**src/rtl/dmem_req_ctrl_pkg.sv**
```systemverilog
// Shared definitions for the data-memory request path: FSM states,
// request/response bundles and the default wait timeout.
package dmem_req_ctrl_pkg;

    localparam int unsigned dmem_timeout_gp = 255;

    typedef enum logic [1:0] {
        DMEM_IDLE      = 2'd0,
        DMEM_REQ_SENT  = 2'd1,
        DMEM_REQ_ACKED = 2'd2
    } dmem_req_state;

    // Core-side request toward data memory
    typedef struct packed {
        logic        valid;
        logic        wen;
        logic        byte_not_word;
        logic [31:0] write_data;
        logic        yumi;           // core accepts read data
    } mem_in_s;

    // Data-memory response toward the core
    typedef struct packed {
        logic        valid;          // read data available
        logic        yumi;           // memory accepted the request
        logic [31:0] read_data;
    } mem_out_s;

endpackage

```
**src/rtl/dmem_lane_align.sv**
```systemverilog
// Byte-lane steering: replicates store bytes into all lanes and extracts a
// zero-extended little-endian byte from load data.
module dmem_lane_align (
    input  logic        isByte,
    input  logic [1:0]  laneSel,
    input  logic [31:0] storeIn,
    output logic [31:0] storeOut,
    input  logic [31:0] loadIn,
    output logic [31:0] loadOut
);

    logic [7:0] laneByte;

    // Pick the addressed byte lane (lane 0 = bits 7:0)
    always_comb begin
        case (laneSel)
            2'd0:    laneByte = loadIn[7:0];
            2'd1:    laneByte = loadIn[15:8];
            2'd2:    laneByte = loadIn[23:16];
            default: laneByte = loadIn[31:24];
        endcase
    end

    // Byte ops replicate/zero-extend, word ops pass through
    always_comb begin
        storeOut = isByte ? {4{storeIn[7:0]}} : storeIn;
        loadOut  = isByte ? {24'd0, laneByte} : loadIn;
    end

endmodule

```
**src/rtl/dmem_req_ctrl.sv**
```systemverilog
// Data-memory request controller: issues one LW/LBU/SW/SB at a time,
// handles the two-phase (request ack, then read data) handshake, and
// aborts with a sticky error on misaligned words or wait timeout.
module dmem_req_ctrl
    import dmem_req_ctrl_pkg::*;
#(
    parameter int unsigned timeout_p    = dmem_timeout_gp,
    parameter int unsigned addr_width_p = 32
) (
    input  logic                    clk,
    input  logic                    n_reset,
    input  logic                    req_valid_i,
    input  logic                    req_wen_i,
    input  logic                    req_byte_i,
    input  logic [addr_width_p-1:0] req_addr_i,
    input  logic [31:0]             req_wdata_i,
    output logic                    busy_o,
    output logic                    done_o,
    output logic [31:0]             rdata_o,
    output logic                    err_o,
    output logic [addr_width_p-1:0] mem_addr_o,
    output mem_in_s                 to_mem_o,
    input  mem_out_s                from_mem_i
);

    dmem_req_state     state;
    logic [31:0]       wdataQ;
    logic              wenQ;
    logic              byteQ;
    logic [7:0]        waitCnt;
    logic [31:0]       storeData;
    logic [31:0]       loadData;
    logic              timeoutHit;
    logic              misaligned;

    dmem_lane_align uAlign (
        .isByte   (byteQ),
        .laneSel  (mem_addr_o[1:0]),
        .storeIn  (wdataQ),
        .storeOut (storeData),
        .loadIn   (from_mem_i.read_data),
        .loadOut  (loadData)
    );

    // Abort condition and word-alignment check on the incoming request
    always_comb begin
        timeoutHit = (waitCnt == 8'(timeout_p));
        misaligned = !req_byte_i && (req_addr_i[1:0] != 2'b00);
        busy_o     = (state != DMEM_IDLE);
    end

    // Memory-side bundle; only live while a request is outstanding so reset
    // drops valid/yumi immediately through the state register
    always_comb begin
        to_mem_o = '0;
        if (state == DMEM_REQ_SENT) begin
            to_mem_o.valid         = 1'b1;
            to_mem_o.wen           = wenQ;
            to_mem_o.byte_not_word = byteQ;
            to_mem_o.write_data    = storeData;
        end
        to_mem_o.yumi = ((state == DMEM_REQ_ACKED) && from_mem_i.valid) ||
                        ((state == DMEM_REQ_SENT) && !wenQ &&
                         from_mem_i.yumi && from_mem_i.valid);
    end

    // Request FSM, wait counter and registered outputs; a memory response
    // in the same cycle as the timeout wins over the abort
    always_ff @(posedge clk or negedge n_reset) begin
        if (!n_reset) begin
            state      <= DMEM_IDLE;
            mem_addr_o <= '0;
            wdataQ     <= '0;
            wenQ       <= 1'b0;
            byteQ      <= 1'b0;
            waitCnt    <= '0;
            rdata_o    <= '0;
            done_o     <= 1'b0;
            err_o      <= 1'b0;
        end else begin
            done_o <= 1'b0;
            case (state)
                DMEM_IDLE: begin
                    if (req_valid_i) begin
                        if (misaligned) begin
                            err_o <= 1'b1;
                        end else begin
                            mem_addr_o <= req_addr_i;
                            wdataQ     <= req_wdata_i;
                            wenQ       <= req_wen_i;
                            byteQ      <= req_byte_i;
                            waitCnt    <= '0;
                            state      <= DMEM_REQ_SENT;
                        end
                    end
                end
                DMEM_REQ_SENT: begin
                    if (from_mem_i.yumi) begin
                        waitCnt <= '0;
                        if (wenQ) begin
                            state  <= DMEM_IDLE;
                            done_o <= 1'b1;
                        end else if (from_mem_i.valid) begin
                            rdata_o <= loadData;
                            state   <= DMEM_IDLE;
                            done_o  <= 1'b1;
                        end else begin
                            state <= DMEM_REQ_ACKED;
                        end
                    end else if (timeoutHit) begin
                        err_o   <= 1'b1;
                        waitCnt <= '0;
                        state   <= DMEM_IDLE;
                    end else begin
                        waitCnt <= waitCnt + 8'd1;
                    end
                end
                DMEM_REQ_ACKED: begin
                    if (from_mem_i.valid) begin
                        rdata_o <= loadData;
                        waitCnt <= '0;
                        state   <= DMEM_IDLE;
                        done_o  <= 1'b1;
                    end else if (timeoutHit) begin
                        err_o   <= 1'b1;
                        waitCnt <= '0;
                        state   <= DMEM_IDLE;
                    end else begin
                        waitCnt <= waitCnt + 8'd1;
                    end
                end
                default: begin
                    waitCnt <= '0;
                    state   <= DMEM_IDLE;
                end
            endcase
        end
    end

endmodule

```
**config.mk**
```make
export PLATFORM = sky130hd
export DESIGN_NAME = dmem_req_ctrl
export DESIGN_NICKNAME = d
export VERILOG_FILES = /design/src/rtl/dmem_req_ctrl_pkg.sv /design/src/rtl/dmem_lane_align.sv /design/src/rtl/dmem_req_ctrl.sv
export SDC_FILE = /design/constraint.sdc
export NUM_CORES = 1
export LEC_CHECK = 0
export ABC_AREA = 0
export CAP_MARGIN = 20
export CORE_MARGIN = 2
export CORE_UTILIZATION = 35
export CTS_BUF_LIST = sky130_fd_sc_hd__clkbuf_4
export DETAILED_ROUTE_END_ITERATION = 10
export PLACE_DENSITY_LB_ADDON = 0.12
export SYNTH_ARGS = -nofsm -noshare
export SYNTH_HDL_FRONTEND = slang
export SYNTH_SLANG_ARGS = --single-unit
```
**constraint.sdc**
```tcl
create_clock -name clk -period 2.02 [get_ports clk]
set_input_delay 0.404 -clock clk [delete_from_list [all_inputs] [get_ports clk]]
set_output_delay 0.404 -clock clk [all_outputs]
set_load 0.02 [all_outputs]
```
==> reports/qor.txt, run 1 <==
run status: finished, violations left
violations in the final reports: negative setup slack
synthesized area divided by synthesized cell count: 11.3 um2
Hold Violations, Final: 0
maximum clock frequency: 471 MHz
Peak supply drop: 0.931 mV
net count after synthesis: 569
maximum count of clock buffers along a single path: 2
CTS tree: yes
R2R setup slack: 140 ps
area of the die: 15900 um2
data arrival time of the critical path: 1720 ps
wire length of the first global-routing pass: 24.0 mm
vias in the first global route: 4529
worst-path fanout max: 4
number of inserted diodes: 0
least setup slack across all paths after layout: -101 ps
Synth-to-Final Area Change: 58.3%
area of the core: 14500 um2
initial drt markers: 192
Yosys warnings: 0
final period utilization: 105%
number of H-tree branching levels: 3
launching element type of the critical path: flop
grt total ovfl: 0
wire length per cell: 17.2 um
startpoint of the lowest-slack register-to-register path: state[1]
max_slew headroom: 65.2%
Post-Place Worst Slack: -133 ps
final worst hold slack: 427 ps
weighted congestion at the end of routability-driven global placement: 0.794
layout cells sized above 1: 25.4%
Detailed Route WL: 15.1 mm
required time of the critical path: 1620 ps
TritonCTS Sinks: 110
Hold Path Class: in2async
largest net degree at the start of global routing: 45
synthesized cell area: 5220 um2
die span in y: 126 um
global routing usage summed across all routing layers: 19.0%
pins over their slew limit: 0
DR vias/cell: 4.95
Port Buf Inserts: 205
R2R cell count: 8
LEAKAGE: 3.56 nW
leading cell types in the layout, fill and taps excluded: clkdlybuf4s50_1 (166), dfrtp_1 (109), nand2_1 (71), mux2_2 (37), buf_6 (35)
Worst Setup End Kind: primary output
buffer cell driving the clock tree root: clkbuf_4
effective utilization at floorplan: 35.9%
post-route minimum period: 2120 ps
total power: 12.7 mW
initial antenna violation count: 0
via total after detailed routing: 4348
Pwr Density: 1540 nW/um2
detailed placement HPWL: 10.7 mm
TritonRoute pass-1 iters: 4
top-level port count: 206
number of maximum-capacitance constraint violations: 0
Worst Tran Pin Value: 519 ps
number of flip-flops and latches in the synthesized netlist: 110
Seq/Total Area, Yosys: 52.7%
RSZ-0062 raised after global routing: yes
die width: 126 um
Final setup violation count: 34
Num CTS Buffers: 9
synthesized instance count: 461
number of nets in the layout: 797
DRC Markers: 0
Post-Route Skew: 12.5 ps
classification of the worst setup path: reg2out
CTS clock-pin slew for the worst setup and hold paths: 160 ps
Unique masters post-synth: 42
most common cell after layout, fill and taps aside: clkdlybuf4s50_1
clock network latency to the later pin of the worst-skew pair: 470 ps
antenna-violating nets left: 0
fill count: 1260
Std-Cell Rows: 44
capturing point of the worst reg2reg path: wdataQ[20]
final core occ: 56.9%
area by class of cell:
cell class | count | area (um2) | share of cell area, %
tap | 184 | 230 | 2.79
timing repair buffer | 245 | 2550 | 30.8
inverter | 7 | 26.3 | 0.318
clock inverter | 5 | 73.8 | 0.893
multi-input combinational | 316 | 2550 | 30.9
clock buffer | 11 | 82.6 | 0.999
sequential | 110 | 2750 | 33.3
registers in the layout, indices dropped and copies added (netlist names):
name and flops:
mem_addr_o 32, rdata_o 32, wdataQ 32, waitCnt 8, state 2, byteQ 1, done_o 1, err_o 1
wenQ 1
cell usage after synthesis, drive strengths merged:
cell / instances / area, um2
a31o: 1 / 8.76
nor2: 19 / 71.3
nor4b: 1 / 8.76
nand2: 72 / 270
xnor2: 2 / 17.5
clkbuf: 12 / 45.0
a211oi: 2 / 15.0
a21oi: 9 / 48.8
inv: 7 / 26.3
mux4: 1 / 22.5
mux2i: 15 / 150
and4: 1 / 8.76
o21ai: 5 / 25.0
and2: 10 / 62.6
mux2: 66 / 743
nand3: 4 / 20.0
a211o: 1 / 8.76
o22ai: 4 / 25.0
a21o: 1 / 7.51
nand4: 2 / 12.5
a21boi: 26 / 199
nor2b: 1 / 13.8
a221oi: 7 / 61.3
buf: 16 / 113
o21a: 1 / 7.51
dfrtp: 110 / 2750
o21bai: 1 / 7.51
or3: 1 / 6.26
nand2b: 29 / 181
or3b: 1 / 8.76
nand3b: 24 / 180
and3: 1 / 6.26
ha: 5 / 62.6
a22oi: 1 / 7.51
or4: 1 / 7.51
o2bb2ai: 1 / 8.76
layer usage:
metal | vias to the layer above | routed length [um] | part of all wire, % | GRT usage, %
li1 | 2036 | - | - | -
met1 | 2128 | 6600 | 44 | 25.1
met2 | 168 | 7170 | 47 | 30.5
met3 | 16 | 1090 | 7.2 | 5.10
met4 | 0 | 235 | 1.6 | 5.95
met5 | - | 0 | 0 | 0
critical path, cell delays in order (launching register included):
cell and delay [ps]:
dfrtp_1 420, inv_2 90, ha_4 170, buf_12 130, clkbuf_16 140, a21boi_4 170, buf_6 130
metrics by stage:
| stage | setup TNS, ps | cell area (um2) | instances |
|---|---|---|---|
| after floorplan | 0 | 5290 | 461 |
| after global placement | -1130 | 7700 | 850 |
| final | -2350 | 8270 | 878 |
| after CTS | -3360 | 8040 | 876 |
| after detailed placement | -1810 | 7700 | 850 |
| after global routing | -5580 | 8270 | 878 |
report_power, final:
part / leakage (nW) / switching [mW] / internal [mW]
clock network: 0.0883 / 0.708 / 0.524
logic: 2.14 / 3.69 / 3.97
registers: 1.34 / 0.628 / 3.21
worst max-delay path by stage:
stage / startpoint / end / cells past startpoint
6_report: state[1] / to_mem_o[23] / 6
5_1_grt: state[1] / to_mem_o[11] / 6
4_1_cts: state[0] / to_mem_o[31] / 5
3_5_place_dp: from_mem_i[32] / to_mem_o[0] / 5
3_3_place_gp: from_mem_i[32] / to_mem_o[0] / 5
2_1_floorplan: state[1] / to_mem_o[22] / 5
repair_timing:
action | in CTS | in global routing
gates resized for setup | 233 | 41
cloned | 2 | 1
buffers inserted | 7 | 1
hold endpoints to repair | 34 | 0
endpoints found under the setup margin | 38 | 75
pin swaps | 1 | 2
hold buffers | 1 | 0
logic make-up after synthesis:
kind of cell / count (synthesis) / share of synthesized area (%)
AND/OR/NAND/NOR: 167 / 16.4
buffers and inverters: 35 / 3.52
multiplexers: 82 / 17.5
AO/OA/AOI/OAI: 60 / 8.24
adder cells (fa/ha/maj): 5 / 1.20
flip-flops: 110 / 52.7
XOR/XNOR: 2 / 0.336
No activity file was read; power rests on OpenSTA's default activity.
==> run 2: changes to the inputs <==
PLACE_DENSITY = 0.67   (was not set)
PLACE_DENSITY_LB_ADDON = not set   (was 0.12)
==> reports/qor.txt, run 2 (synthesis gave the netlist of run 1 again) <==
part of the power in combinational logic: 61.4% (+1.2 points)
maximum count of clock buffers along a single path: 2 (unchanged)
Pint: 7.47 mW (-3.0%)
Hold Violations, Final: 0 (unchanged)
leading cell types in the layout, fill and taps excluded: clkdlybuf4s50_1 (166), dfrtp_1 (108), nand2_1 (69), mux2_2 (38), buf_4 (36)
run status: finished, violations left
Post-Route Skew: 21.3 ps (+8.83 ps)
area of the core: 14500 um2 (unchanged)
die width: 126 um (unchanged)
initial drt markers: 174 (-9.4%)
CP Cell Sequence: inv_2 -> ha_4 -> buf_12 -> clkbuf_16 -> a21boi_4 -> buf_6
launching element type of the critical path: flop
final instance count without filler cells: 884 (+0.68%)
worst-path fanout max: 9 (+5)
R2R setup slack: 90 ps (-50 ps)
layout cells sized above 1: 26.6% (+1.2 points)
power dissipated by switching net loads: 5.06 mW (+0.56%)
largest net degree at the start of global routing: 50 (+11%)
classification of the worst setup path: reg2out
TritonRoute pass-1 iters: 4 (unchanged)
weighted congestion at the end of routability-driven global placement: 0.813 (+2.4%)
Placed Cells: 852 (+0.24%)
wire length per cell: 17.3 um (+0.64%)
Worst Tran Pin Value: 557 ps (+38.5 ps)
design area: 8270 um2 (unchanged)
largest registers: mem_addr_o: 32 flops, rdata_o: 32 flops, wdataQ: 32 flops
CTS clock-pin slew for the worst setup and hold paths: 170 ps (about the same)
DR vias/cell: 5.00 (+0.87%)
top-level port count: 206 (unchanged)
required time of the critical path: 1620 ps (about the same)
final worst hold slack: 397 ps (-29.9 ps)
Hold Path Class: in2async
cell area reported after detailed placement: 7720 um2 (+0.36%)
buffer cell driving the clock tree root: clkbuf_4
number of maximum-capacitance constraint violations: 0 (unchanged)
RSZ-0062 raised after global routing: yes
Port Buf Inserts: 205 (unchanged)
initial antenna violation count: 0 (unchanged)
vias in the first global route: 4600 (+1.6%)
Sum Neg Setup Slack: -2850 ps (-497 ps)
detailed placement HPWL: 10.6 mm (-1.0%)
Synth-to-Final Area Change: 58.3% (unchanged)
wire length of the first global-routing pass: 24.0 mm (about the same)
Std-Cell Rows: 44 (unchanged)
Worst Setup End Kind: primary output
final core occ: 56.9% (unchanged)
Peak supply drop: 0.789 mV (-15%)
DRC Markers: 0 (unchanged)
max_slew headroom: 62.6% (-2.6 points)
number of inserted diodes: 0 (unchanged)
final period utilization: 106% (+1.0 points)
total power: 12.5 mW (-1.6%)
pins over their slew limit: 0 (unchanged)
clock network latency to the later pin of the worst-skew pair: 490 ps (+20 ps)
LEAKAGE: 3.56 nW (-0.14%)
post-route minimum period: 2140 ps (+20.4 ps)
fraction of power consumed by sequential logic: 30.8% (+0.7 points)
die span in y: 126 um (unchanged)
violations in the final reports: negative setup slack
effective utilization at floorplan: 35.9% (unchanged)
Num CTS Buffers: 9 (unchanged)
global routing usage summed across all routing layers: 19.1% (+0.078 points)
TritonCTS Sinks: 110 (unchanged)
maximum clock frequency: 467 MHz (-0.95%)
number of H-tree branching levels: 3 (unchanged)
Clk network pwr share: 7.8% (-1.9 points)
CTS tree: yes
least setup slack across all paths after layout: -121 ps (-20.4 ps)
Pwr Density: 1520 nW/um2 (-1.6%)
via total after detailed routing: 4416 (+1.6%)
share of total power consumed by net switching: 40.4% (+0.86 points)
most common cell after layout, fill and taps aside: clkdlybuf4s50_1
Post-Place Worst Slack: -139 ps (-5.68 ps)
Final setup violation count: 36 (+5.9%)
fill count: 1243 (-1.3%)
antenna-violating nets left: 0 (unchanged)
grt total ovfl: 0 (unchanged)
data arrival time of the critical path: 1740 ps (+20 ps)
area of the die: 15900 um2 (unchanged)
Critical Path Slowest Stage Cell: dfrtp_1
CP max stage delay: 420 ps (about the same)
Detailed Route WL: 15.3 mm (+1.3%)
multi-input gate area in the final layout: 2500 um2 (-1.9%)
combined flip-flop and latch cell area: 2760 um2 (about the same)
number of nets in the layout: 804 (+0.88%)
-- run 2: cell count changes in the layout (fill, tap and decap cells not counted), sizes merged --
| cell | delta |
|---|---|
| clkbuf | -2 |
| inv | +2 |
| buf | +7 |
| bufinv | -2 |
| clkinvlp | +1 |
-- run 2: path summary, 6_finish.rpt --
path | depth (start not counted) | end | start
setup / recovery | 6 | to_mem_o[17] | state[1]
hold / removal | 2 | rdata_o[29] | n_reset
setup reg to reg | 9 | byteQ | state[0]
hold reg to reg | 2 | rdata_o[27] | rdata_o[27]
max in group asynchronous | 3 | mem_addr_o[1] | n_reset
min in group clk | 2 | rdata_o[27] | rdata_o[27]
-- run 2: power groups by stage --
stage	logic (mW)	registers [mW]	clock network, mW
2_1_floorplan	2.98	4.52	0
3_3_place_gp	6.68	3.85	0
3_5_place_dp	6.75	3.90	0
4_1_cts	7.27	3.86	1.02
5_1_grt	8.18	4.00	1.13
6_report	7.69	3.86	0.982
-- run 2: per-layer routing --
layer	GRT usage (%)	part of all wire, %
met1	23.9	43
met2	32.7	48
met3	4.93	7.6
met4	5.37	1.5
met5	0	0
-- run 2: cell type report --
class	count	area share [%]
Clock buffer	9	0.817
Multi-Input combinational cell	316	30.3
Tap cell	184	2.79
Timing Repair Buffer	252	32.0
Clock inverter	6	0.454
Sequential cell	110	33.3
Inverter	7	0.348
-- run 2: critical path: cells and delay by family, from the launching register on --
| kind | cells | cell delay, ps |
|---|---|---|
| DFF | 1 | 420 |
| buffers and inverters | 4 | 480 |
| AOI/OAI and AO/OA | 1 | 170 |
| adders and majority gates | 1 | 180 |
-- run 2: timing repair --
action	in CTS	in global routing
endpoints found under the setup margin	38	106
setup buffers	9	4
hold buffers	1	0
cloned	2	2
endpoints found under the hold margin	32	0
pin swaps	3	2
gates resized for setup	238	33
==> run 3: changes to the inputs <==
SLEW_MARGIN = 20   (was not set)
==> results of run 3 <==
No change in the layout: final DEF, timing and power equal those of run 2.
